File: config.mk
export PLATFORM = sky130hd
export DESIGN_NAME = pair_match_resolver_flat
export DESIGN_NICKNAME = d
export VERILOG_FILES = /design/src/rtl/pair_match_resolver_if.sv /design/src/rtl/pair_match_resolver.sv /design/src/flat_wrapper.sv
export SDC_FILE = /design/constraint.sdc
export NUM_CORES = 1
export LEC_CHECK = 0
export BUFFER_PORTS_ARGS = -buffer_cell sky130_fd_sc_hd__buf_2
export CAP_MARGIN = 5
export CORE_UTILIZATION = 48
export DETAILED_ROUTE_END_ITERATION = 8
export PLACE_DENSITY = 0.75
export SYNTH_ARGS = -nofsm -noshare
export SYNTH_HDL_FRONTEND = slang
export SYNTH_SLANG_ARGS = --single-unit
File: constraint.sdc
create_clock -name CLOCK_50 -period 5.39 [get_ports CLOCK_50]
set_clock_uncertainty 0.15 [all_clocks]
set_input_delay 1.078 -clock CLOCK_50 [delete_from_list [all_inputs] [get_ports CLOCK_50]]
set_output_delay 1.078 -clock CLOCK_50 [all_outputs]
set_load 0.03 [all_outputs]
File: src/rtl/pair_match_resolver_if.sv
// Tile-select handshake from the switch decoder to the pair resolver.
interface pair_match_resolver_if;
  logic       sel_valid;
  logic [3:0] sel_idx;
  logic       sel_ready;

  modport master (output sel_valid, output sel_idx, input sel_ready);
  modport slave  (input sel_valid, input sel_idx, output sel_ready);
endinterface

File: src/rtl/pair_match_resolver.sv
// Holds the first tile pick, blinks both picks, then keeps matched pairs lit or clears misses.
// state   | meaning
// IDLE    | waiting for first pick
// ONE     | first pick held, waiting for second
// BLINK   | both picks blinking, picks refused
// RESOLVE | one cycle: colour compare, mask/LED update, pulse
// DONE    | every tile matched, waits for clear
module pair_match_resolver #(
  parameter int                    NUM_TILES     = 10,
  parameter int                    BLINK_CYCLES  = 25_000_000,
  parameter int                    BLINK_TOGGLES = 4,
  parameter logic [3*NUM_TILES-1:0] COLOR_MAP    = 30'b101_101_001_011_100_010_100_011_010_001
) (
  input  logic                 CLOCK_50,
  input  logic                 resetn,
  input  logic                 game_clear,
  pair_match_resolver_if.slave sel,
  output logic [NUM_TILES-1:0] LEDR,
  output logic [NUM_TILES-1:0] matched_mask,
  output logic [7:0]           moves,
  output logic                 match_pulse,
  output logic                 miss_pulse,
  output logic                 all_matched
);

  localparam int TW  = $clog2(BLINK_CYCLES + 1);
  localparam int TCW = $clog2(BLINK_TOGGLES + 1);
  localparam logic [TW-1:0]        RELOAD = TW'(BLINK_CYCLES - 1);
  localparam logic [TCW-1:0]       TOG_LAST = TCW'(BLINK_TOGGLES);
  localparam logic [NUM_TILES-1:0] BIT0 = NUM_TILES'(1);

  typedef enum logic [2:0] {S_IDLE, S_ONE, S_BLINK, S_RESOLVE, S_DONE} state_t;

  state_t               state, state_nxt;
  logic [3:0]           first_idx, first_nxt, second_idx, second_nxt;
  logic [NUM_TILES-1:0] mask_q, mask_nxt, ledr_q, ledr_nxt;
  logic [7:0]           moves_q, moves_nxt;
  logic [TW-1:0]        timer, timer_nxt;
  logic [TCW-1:0]       tog_cnt, tog_nxt;
  logic                 phase, phase_nxt;
  logic                 match_q, match_nxt, miss_q, miss_nxt;

  logic                 pick, pick_ok;
  logic [NUM_TILES-1:0] pick_oh, pair_oh;

  function automatic logic [2:0] color_of(input logic [3:0] idx);
    return 3'(COLOR_MAP >> (3 * int'(idx)));
  endfunction

  assign sel.sel_ready = (state == S_IDLE) || (state == S_ONE);
  assign pick          = sel.sel_valid && sel.sel_ready;
  // Shifting past the top bit yields zero, so out-of-range indices never alias a tile.
  assign pick_oh       = BIT0 << sel.sel_idx;
  assign pick_ok       = (int'(sel.sel_idx) < NUM_TILES) && ((pick_oh & mask_q) == '0);
  assign pair_oh       = (BIT0 << first_idx) | (BIT0 << second_idx);

  always_ff @(posedge CLOCK_50) begin
    if (!resetn || game_clear) begin
      state      <= S_IDLE;
      first_idx  <= '0;
      second_idx <= '0;
      mask_q     <= '0;
      ledr_q     <= '0;
      moves_q    <= '0;
      timer      <= '0;
      tog_cnt    <= '0;
      phase      <= 1'b0;
      match_q    <= 1'b0;
      miss_q     <= 1'b0;
    end else begin
      state      <= state_nxt;
      first_idx  <= first_nxt;
      second_idx <= second_nxt;
      mask_q     <= mask_nxt;
      ledr_q     <= ledr_nxt;
      moves_q    <= moves_nxt;
      timer      <= timer_nxt;
      tog_cnt    <= tog_nxt;
      phase      <= phase_nxt;
      match_q    <= match_nxt;
      miss_q     <= miss_nxt;
    end
  end

  always_comb begin
    state_nxt  = state;
    first_nxt  = first_idx;
    second_nxt = second_idx;
    mask_nxt   = mask_q;
    ledr_nxt   = ledr_q;
    moves_nxt  = moves_q;
    timer_nxt  = timer;
    tog_nxt    = tog_cnt;
    phase_nxt  = phase;
    match_nxt  = 1'b0;
    miss_nxt   = 1'b0;
    case (state)
      S_IDLE: begin
        if (pick && pick_ok) begin
          first_nxt = sel.sel_idx;
          ledr_nxt  = ledr_q | pick_oh;
          state_nxt = S_ONE;
        end
      end
      S_ONE: begin
        if (pick && pick_ok && (sel.sel_idx != first_idx)) begin
          second_nxt = sel.sel_idx;
          ledr_nxt   = ledr_q | pick_oh;
          moves_nxt  = (moves_q == 8'hFF) ? moves_q : moves_q + 8'd1;
          timer_nxt  = RELOAD;
          tog_nxt    = '0;
          phase_nxt  = 1'b1;
          state_nxt  = S_BLINK;
        end
      end
      S_BLINK: begin
        if (timer == '0) begin
          phase_nxt = ~phase;
          tog_nxt   = tog_cnt + 1'b1;
          timer_nxt = RELOAD;
          if (tog_nxt == TOG_LAST) state_nxt = S_RESOLVE;
        end else begin
          timer_nxt = timer - 1'b1;
        end
        ledr_nxt = (mask_q & ~pair_oh) | (phase_nxt ? pair_oh : '0);
      end
      S_RESOLVE: begin
        if (color_of(first_idx) == color_of(second_idx)) begin
          mask_nxt  = mask_q | pair_oh;
          match_nxt = 1'b1;
        end else begin
          miss_nxt  = 1'b1;
        end
        ledr_nxt  = mask_nxt;
        state_nxt = (&mask_nxt) ? S_DONE : S_IDLE;
      end
      S_DONE: begin
        ledr_nxt = '1;
      end
      default: state_nxt = S_IDLE;
    endcase
  end

  assign LEDR         = ledr_q;
  assign matched_mask = mask_q;
  assign moves        = moves_q;
  assign match_pulse  = match_q;
  assign miss_pulse   = miss_q;
  assign all_matched  = (state == S_DONE);

endmodule
File: src/flat_wrapper.sv
// flat-port wrapper written by rule: the top's interface ports become plain ports
module pair_match_resolver_flat 
#(
  parameter int                    NUM_TILES     = 10,
  parameter int                    BLINK_CYCLES  = 25_000_000,
  parameter int                    BLINK_TOGGLES = 4,
  parameter logic [3*NUM_TILES-1:0] COLOR_MAP    = 30'b101_101_001_011_100_010_100_011_010_001
)
  (CLOCK_50, resetn, game_clear, LEDR, matched_mask, moves, match_pulse, miss_pulse, all_matched, sel_sel_valid, sel_sel_idx, sel_sel_ready);
  pair_match_resolver_if sel_i ();
  input  logic CLOCK_50;
  input  logic resetn;
  input  logic game_clear;
  output logic [NUM_TILES-1:0] LEDR;
  output logic [NUM_TILES-1:0] matched_mask;
  output logic [7:0] moves;
  output logic match_pulse;
  output logic miss_pulse;
  output logic all_matched;
  input wire logic [$bits(sel_i.sel_valid)-1:0] sel_sel_valid;
  input wire logic [$bits(sel_i.sel_idx)-1:0] sel_sel_idx;
  output wire logic [$bits(sel_i.sel_ready)-1:0] sel_sel_ready;
  assign sel_i.sel_valid = sel_sel_valid;
  assign sel_i.sel_idx = sel_sel_idx;
  assign sel_sel_ready = sel_i.sel_ready;
  pair_match_resolver #(.NUM_TILES(NUM_TILES), .BLINK_CYCLES(BLINK_CYCLES), .BLINK_TOGGLES(BLINK_TOGGLES), .COLOR_MAP(COLOR_MAP)) u_core (.CLOCK_50(CLOCK_50), .resetn(resetn), .game_clear(game_clear), .sel(sel_i), .LEDR(LEDR), .matched_mask(matched_mask), .moves(moves), .match_pulse(match_pulse), .miss_pulse(miss_pulse), .all_matched(all_matched));
endmodule
* After elaboration in Yosys (flattened, before gate mapping) *
Cells that the tools add are included.

word-level totals
  register bits after elaboration = 70
  input bits = 8
  output and inout port bits = 32
  logic and storage cells = 90

operators by class
  add/sub/neg operators = 3
  $mul = 2
  magnitude comparators = 1
  equality and inequality tests = 12
  shifts and indexed selects = 5
  muxes and demuxes = 24
  bitwise logic cells = 11
  reduce and logical (&&, ||, !) cells = 21

operator list
  kind                   count
  $shr 30x32->3 const A  2
  $mux 10                5
  $mux 25                2
  $pmux 10 s5            1
  $pmux 25 s2            1
  $or 10x10->10          4
  $shl 1x4->10 const A   3
  $logic_not 25->1       1
  $sub 25x1->25 const B  1
  $mux 3                 7
  $and 10x10->10         2
  $pmux 3 s5             1
  $mul 2x4->6 const A    2
  $logic_not 10->1       1
  $not 10->10            1
  $reduce_and 10->1      1
  $reduce_and 3->1       3
  $add 8x1->8 const B    1
  $eq 8x8->1 const B     1
  $eq 3x2->1 const B     2
  $eq 3x3->1 const B     2
  $pmux 3 s2             1
  $reduce_and 2->1       3
  $mux 1                 5
  other kinds (17)       26

* Longest topological paths before layout *
Gate-level depths: netlist (run 1).

  word-level depth = 8
  mapped depth = 10

* Least setup slack after synthesis (run 1) *
No wires, ideal clock.

  path type = input to register
  from = input sel_sel_idx[2]
  to = register u_core.timer[2]
  data arrival time = 2.889 ns
  data required time = 5.149 ns
  path slack = 2.260 ns
  stages on the path = 9
  cells stage by stage = clkbuf_1 mux2_2 a32oi_1 o211ai_2 o22ai_1 clkbuf_1 o21a_1 nor2_1 a311oi_1

between the ends
  cells in the longest elaborated chain, start to end = 8

RTL lines
  what                          RTL line                    RTL
  start: declaration            flat_wrapper.sv:21          input wire logic [$bits(sel_i.sel_idx)-1:0] sel_sel_idx;
  $shl 1x4->10                  pair_match_resolver.sv:53   assign pick_oh = BIT0 << sel.sel_idx;
  $and 10x10->10                pair_match_resolver.sv:54   assign pick_ok = (int'(sel.sel_idx) < NUM_TILES) && ((pick_oh & mask_q) == '0);
  $logic_not 10->1              pair_match_resolver.sv:54
  $logic_and 1x1->1             pair_match_resolver.sv:54
  $logic_and 1x1->1             pair_match_resolver.sv:106  if (pick && pick_ok && (sel.sel_idx != first_idx)) begin
  $logic_and 1x1->1 *           pair_match_resolver.sv:106
  $ne 2x2->1 (no line) *        --
  $reduce_and 2->1 (no line) *  --
  end signal: assignment        pair_match_resolver.sv:77   timer <= timer_nxt;
  end: declaration              pair_match_resolver.sv:38   logic [TW-1:0] timer, timer_nxt;

Every way passes the cells marked *; elsewhere a longest branch is shown, timed or not.
A chain may end at the register's enable or synchronous reset.

* Worst setup path in the final report (run 1) *
  from = register u_core.first_idx[1]
  to = register u_core.state[2]

between the ends
  cells in the longest elaborated chain, start to end = 8

RTL lines
  what                                            RTL line                                                RTL
  start: declaration                              pair_match_resolver.sv:35                               logic [3:0] first_idx, first_nxt, second_idx, second_nxt;
  start signal: assignment                        pair_match_resolver.sv:72                               first_idx <= first_nxt;
  $mul 2x4->6 or $shl 1x4->10 (tied branches)     pair_match_resolver.sv:47, pair_match_resolver.sv:55
  $shr 30x32->3 or $or 10x10->10 (tied branches)  pair_match_resolver.sv:47, pair_match_resolver.sv:55
  $eq 3x3->1 or $or 10x10->10 (tied branches)     pair_match_resolver.sv:128, pair_match_resolver.sv:129
  $mux 10                                         pair_match_resolver.sv:128                              if (color_of(first_idx) == color_of(second_idx)) begin
  $mux 10                                         pair_match_resolver.sv:97                               case (state)
  $reduce_and 10->1                               pair_match_resolver.sv:135                              state_nxt = (&mask_nxt) ? S_DONE : S_IDLE;
  $mux 3                                          pair_match_resolver.sv:135
  $pmux 3 s5                                      pair_match_resolver.sv:97
  end signal: assignment                          pair_match_resolver.sv:71                               state <= state_nxt;
  end: declaration                                pair_match_resolver.sv:34                               state_t state, state_nxt;

Several ways; a longest one is shown, not always the timed one. The select of a mux whose other input is x is not followed.

==> results of run 1 <==
[worst max-delay path, delay by kind of cell (launching register included)]
kind | cells | cell delay [ps]
AO/OA/AOI/OAI | 3 | 410
adder cells (fa/ha/maj) | 1 | 290
buffers and inverters | 1 | 110
flip-flops | 1 | 490
AND/OR/NAND/NOR | 4 | 1830
[cell usage after synthesis, types with 8 or more instances]
library cell	n	area [um2]
dfxtp_1	70	1400
nor2_1	59	221
a21oi_1	42	210
nand2_1	37	139
o21ai_0	25	125
clkbuf_1	21	78.8
a22o_1	19	166
ha_1	13	163
nor3_1	13	65.1
a22oi_1	11	82.6
a311oi_1	10	87.6
inv_1	10	37.5
a211oi_1	9	67.6
a31oi_1	9	56.3
nor2b_1	9	56.3
mux2i_1	8	80.1
[how the worst max path moves through the flow]
stage / to / cells after the start / startpoint / slack [ps]
2_1_floorplan: u_core.timer[2] / 9 / sel_sel_idx[2] / 2260
3_3_place_gp: u_core.timer[15] / 8 / sel_sel_idx[2] / 1980
3_5_place_dp: u_core.timer[6] / 8 / sel_sel_idx[2] / 1840
4_1_cts: u_core.state[2] / 9 / u_core.first_idx[1] / 2080
5_1_grt: u_core.matched_mask[3] / 9 / u_core.first_idx[1] / 1870
6_report: u_core.state[2] / 9 / u_core.first_idx[1] / 2050
[through the flow]
step	hold slack, ps	worst slack, ps
floorplan	283	2260
global placement	296	1980
detailed placement	314	1840
CTS	325	2080
global route	340	1870
finish	325	2050
[power by group]
part | switching [mW] | leakage [nW] | internal (mW) | total, mW
registers | 0.00592 | 0.564 | 0.520 | 0.526
clock network | 0.207 | 0.116 | 0.286 | 0.492
logic | 0.0707 | 1.07 | 0.0348 | 0.105
[final cells by class]
cell class / count / area (um2) / share of cell area
Timing Repair Buffer: 42 / 218 / 0.0479
Tap cell: 105 / 131 / 0.0289
Inverter: 10 / 37.5 / 0.00825
Clock inverter: 5 / 81.3 / 0.0179
Clock buffer: 11 / 151 / 0.0333
Sequential cell: 70 / 1400 / 0.308
Multi-Input combinational cell: 384 / 2530 / 0.556
[per-layer routing]
layer / part of all wire / routed length, um / GRT usage / vias up
li1: - / - / - / 1890
met5: 0 / 0 / 0 / -
met3: 0.072 / 738 / 0.0429 / 23
met2: 0.44 / 4570 / 0.358 / 154
met1: 0.46 / 4740 / 0.336 / 1862
met4: 0.023 / 233 / 0.110 / 0
[state kept, by name (all words and copies together), names as in the netlist]
signal / flops
u_core.timer: 25
u_core.LEDR: 10
u_core.matched_mask: 10
u_core.moves: 8
u_core.first_idx: 4
u_core.second_idx: 4
u_core.state: 3
u_core.tog_cnt: 3
u_core.match_pulse: 1
u_core.miss_pulse: 1
u_core.phase: 1
[logic make-up (layout without fill, tap and decap cells)]
| group | Yosys count | after routing | synth area share |
|---|---|---|---|
| compound gates | 172 | 172 | 0.298 |
| simple gates | 171 | 171 | 0.210 |
| flops | 70 | 70 | 0.343 |
| buf+inv | 40 | 68 | 0.0410 |
| xor+xnor | 14 | 14 | 0.0300 |
| mux | 14 | 14 | 0.0389 |
| fa+ha+maj | 13 | 13 | 0.0398 |
==> impl_metrics.json, run 1 <==
{
  "worst_pin_slew_ps": 1010,
  "cp_slowest_stage_delay_ps": 490,
  "overflow": 0,
  "grt_max_degree": 50,
  "via_per_inst": 6.27,
  "r2r_slack_ps": 2050,
  "final_area_um2": 4550,
  "fillerInstances": 752,
  "syn_nets": 515,
  "drt-total-wl_mm": 10.3,
  "area_growth_pct": 11.2,
  "io_pins": 40,
  "cts_setup_buffers": 0,
  "rsz0062_at_grt": "no",
  "start_util": 0.498,
  "crit_type": "flip-flop to flip-flop",
  "ant_nets": 0,
  "slowest_stage": "dfxtp_1",
  "grt_usage": 0.241,
  "drt_iter0_markers": 427,
  "io_buffers": 39,
  "worstHoldEndpoint": "u_core.timer[23]",
  "ys_types": 66,
  "layout_common_cells": "70 x dfxtp_1, 59 x nor2_1, 42 x a21oi_1",
  "cap_viol_max_count": 0,
  "placed_area_um2": 4320,
  "crit_fanout": 8,
  "diodes": 0,
  "maxSlewHeadroom": 0.326,
  "remaining_drc_errors": 0,
  "ys.flop_type": "dfxtp_1",
  "r2r_end": "u_core.state[2]",
  "yosysSeqAreaShare": 0.343,
  "clkLatencyLatePin_ps": 360,
  "clockBufferDepth": 2,
  "setup_viol": 0,
  "numCtsBuffers": 9,
  "die_h_um": 94.3,
  "yosys_warnings": 0,
  "async_reset_ff_frac": 0,
  "post_cts_resized": 0,
  "timing.fmax_mhz": 300,
  "cts-root-buf": "clkbuf_8",
  "syn_area_um2": 4090,
  "synth-seq-cells": 70,
  "grt_pass1_wl_mm": 16.7,
  "cp.arrival_ps": 3480,
  "cp_cell_sequence": "inv_1, ha_1, or3b_2, o211a_1, nor4b_4, and2_0, a21oi_1, or3_1, o21ai_1",
  "peakVddDrop_uv": 114,
  "cts_tree": "built",
  "clkTransAtPathRegs_ps": 80,
  "syn_inst": 494,
  "layout_commonest_cell": "dfxtp_1",
  "cp.required_ps": 5540,
  "crit_path_end_kind": "flip-flop",
  "synth.avg_cell_area_um2": 8.28,
  "clock-sinks": 70,
  "tns_ps": 0,
  "h-tree-depth": 3,
  "nNetsFinal": 538,
  "r2r_cells": 9,
  "dr.pass1.iters": 6,
  "rows": 33,
  "slew_violations": 0,
  "dieWidth_um": 94.3,
  "antenna_found_initial": 0,
  "hold_violations": 0,
  "p_total_mw": 1.12,
  "hpwl_mm": 7.10,
  "run_status": "complete, no violations",
  "core_area_um2": 8220,
  "leakage_nw": 1.75,
  "grt_pass1_vias": 3375,
  "dieArea_um2": 8890,
  "layout-drive-gt1-share": 0.163,
  "finalCriticalPeriod_ps": 3340,
  "r2r_start": "u_core.first_idx[1]",
  "hold_path.class": "flip-flop to flip-flop",
  "fin_util": 0.554,
  "vias": 3929,
  "cts_hold_buf": 0,
  "worstHoldStart": "u_core.timer[23]",
  "worstSetupStartpointType": "flip-flop",
  "powerDensity_nw_per_um2": 247,
  "hold_path_depth": 1,
  "layoutNonFillerInstCount": 627,
  "fin_crit_sh": 0.619,
  "place_congestion": 0.903,
  "place_inst": 611,
  "synth_edf_count": 0,
  "wire_per_inst_um": 16.4
}
Power figures use the tool's default switching activity.
==> inputs of run 2 (changes only) <==
--- a/config.mk
+++ b/config.mk
@@ -5,11 +5,12 @@
 export SDC_FILE = /design/constraint.sdc
 export NUM_CORES = 1
 export LEC_CHECK = 0
+export ABC_AREA = 1
 export BUFFER_PORTS_ARGS = -buffer_cell sky130_fd_sc_hd__buf_2
 export CAP_MARGIN = 5
 export CORE_UTILIZATION = 48
 export DETAILED_ROUTE_END_ITERATION = 8
-export PLACE_DENSITY = 0.75
+export PLACE_DENSITY = 0.74
 export SYNTH_ARGS = -nofsm -noshare
 export SYNTH_HDL_FRONTEND = slang
 export SYNTH_SLANG_ARGS = --single-unit
==> constraint.sdc (replaced) <==
create_clock -name CLOCK_50 -period 3.1 [get_ports CLOCK_50]
set_clock_uncertainty 0.15 [all_clocks]
set_input_delay 0.62 -clock CLOCK_50 [delete_from_list [all_inputs] [get_ports CLOCK_50]]
set_output_delay 0.62 -clock CLOCK_50 [all_outputs]
set_load 0.03 [all_outputs]
==> run 2 against run 1 <==
- power up 95%
- combinational power rose to 2.7 times the previous value
- highest routed layer unchanged
- non-clock buffer count up 1
- synthesized cell count up 45%
==> impl_metrics.json, run 2 <==
{
  "run_status": "complete, no violations",
  "place_congestion": 0.941,
  "r2r_slack_ps": 750,
  "numCtsBuffers": 9,
  "yosys_warnings": 0,
  "peakVddDrop_uv": 202,
  "area_growth_pct": 11.2,
  "io_pins": 40,
  "syn_area_um2": 4620,
  "yosysSeqAreaShare": 0.303,
  "leakage_nw": 2.24,
  "wire_per_inst_um": 14.4,
  "tns_ps": 0,
  "finalCriticalPeriod_ps": 2350,
  "syn_nets": 735,
  "ys.flop_type": "dfxtp_1",
  "ys_types": 40,
  "drt_iter0_markers": 436,
  "setup_viol": 0,
  "via_per_inst": 5.58,
  "layoutNonFillerInstCount": 879,
  "largest_reg_flops": 25,
  "synth_edf_count": 0,
  "cap_viol_max_count": 0,
  "layout_commonest_cell": "nand2_1",
  "grt_usage": 0.271,
  "cts_hold_buf": 0,
  "synth_top_area_frac": 0.303,
  "r2r_start": "u_core.first_idx[1]",
  "overflow": 0,
  "clockBufferDepth": 2,
  "synth.avg_cell_area_um2": 6.47,
  "hpwl_mm": 9.39,
  "ant_nets": 0,
  "fillerInstances": 976,
  "maxSlewHeadroom": 0.513,
  "cts-root-buf": "clkbuf_8",
  "dieArea_um2": 10000,
  "crit_type": "flip-flop to flip-flop",
  "clock-sinks": 70,
  "cts_tree": "built",
  "worstSetupStartpointType": "flip-flop",
  "grt_max_degree": 28,
  "yosysMostFrequentCell": "nand2_1",
  "fin_crit_sh": 0.758,
  "start_util": 0.497,
  "critPathCapture": "u_core.state[2]",
  "startpoint": "u_core.first_idx[1]",
  "crit_fanout": 9,
  "grt_pass1_wl_mm": 21.5,
  "nNetsFinal": 766,
  "layout-drive-gt1-share": 0.147,
  "r2r_end": "u_core.state[2]",
  "synthTopCellsByCount": "180 x nand2_1, 78 x nand3_1, 76 x nor2_1",
  "async_reset_ff_frac": 0,
  "clkLatencyLatePin_ps": 360,
  "powerDensity_nw_per_um2": 426,
  "slew_violations": 0,
  "diodes": 0,
  "die_h_um": 100,
  "cp.arrival_ps": 2490,
  "rsz0062_at_grt": "no",
  "vias": 4903,
  "r2r_cells": 13,
  "hold_violations": 0,
  "clkTransAtPathRegs_ps": 80,
  "cp.required_ps": 3250,
  "timing.fmax_mhz": 426,
  "regMostFlops": "u_core.timer",
  "synth-seq-cells": 70,
  "h-tree-depth": 3,
  "dieWidth_um": 100,
  "syn_inst": 714,
  "dr.pass1.iters": 5,
  "post_cts_resized": 0,
  "rows": 35,
  "io_buffers": 39,
  "yosys.area.top_type": "dfxtp_1",
  "place_inst": 863,
  "core_area_um2": 9280,
  "worst_pin_slew_ps": 727,
  "cts_setup_buffers": 0,
  "grt_pass1_vias": 4335,
  "layout_common_cells": "180 x nand2_1, 78 x nand3_1, 76 x nor2_1",
  "remaining_drc_errors": 0,
  "ys_top_cells_by_area": "dfxtp_1 30%, nand2_1 15%, nand3_1 8.5%, nor2_1 6.2%, a21oi_1 6.0%",
  "drt-total-wl_mm": 12.7,
  "crit_path_end_kind": "flip-flop",
  "hold_path.class": "flip-flop to flip-flop",
  "fin_hold_ws_ps": 307,
  "antenna_found_initial": 0
}
run 2: cell types whose count changed in the layout (fill, tap and decap cells not counted), moves of 14 or more:
cell,delta
inv_1,+45
nor2_1,+17
a22o_1,-19
nand2_1,+143
o21ai_1,+15
nand3_1,+73
nand4_1,+15
or2_2,+14
run 2: per-layer routing:
metal / up-vias / global-route usage / share of wire
li1: 2441 / - / -
met1: 2251 / 0.404 / 0.48
met2: 194 / 0.389 / 0.43
met3: 17 / 0.0592 / 0.084
met4: 0 / 0.0758 / 0.0097
met5: - / 0 / 0
run 2: per-stage QoR:
step	worst slack, ps	instance area (um2)	util	power, mW
finish	752	5140	0.553	2.19
global route	457	5140	0.553	2.29
CTS	757	5140	0.553	2.19
detailed placement	501	4870	0.525	1.21
global placement	594	4870	0.525	1.21
floorplan	969	4620	-	1.16
run 2: layout make-up:
cell class,count,area [um2],area share
clock buffers,10,128,0.0248
repair buffers,43,225,0.0438
well taps,129,161,0.0314
multi-input cells,555,2840,0.553
flip-flops and latches,70,1400,0.273
clock inverters,6,134,0.0261
inverters,66,248,0.0482
run 2: kinds of logic (layout without fill, tap and decap cells):
family                     after synthesis  after routing  share of synthesized area
buffers and inverters                   89            125                     0.0818
AOI/OAI and AO/OA                      117            117                      0.143
and+or+nand+nor                        412            412                      0.412
DFF                                     70             70                      0.303
xor gates and xnor gates                13             13                     0.0247
adders and majority gates               13             13                     0.0352
run 2: critical path, stage by stage, from the launching register on:
cell	delay [ps]
dfxtp_1	450
inv_1	140
ha_1	310
nor2_1	90
nor2_1	50
nand2_1	70
nand2_1	60
nand2_2	180
nand3_2	170
nand2_1	100
nand3_1	120
nor2_1	170
nand3_1	110
a21oi_1	120
run 2: how the worst min path moves through the flow:
stage | slack (ps) | depth (start not counted) | end | from
6_report | 310 | 2 | u_core.LEDR[5] | u_core.LEDR[5]
3_5_place_dp | 310 | 2 | u_core.LEDR[5] | u_core.LEDR[5]
2_1_floorplan | 290 | 2 | u_core.timer[1] | u_core.timer[1]
5_1_grt | 320 | 2 | u_core.LEDR[5] | u_core.LEDR[5]
3_3_place_gp | 300 | 2 | u_core.timer[1] | u_core.timer[1]
4_1_cts | 320 | 2 | u_core.LEDR[5] | u_core.LEDR[5]
run 2: report_power, final:
group / switching (mW) / internal [mW] / total [mW]
clock network: 0.375 / 0.616 / 0.991
logic: 0.194 / 0.0845 / 0.279
registers: 0.0132 / 0.907 / 0.920
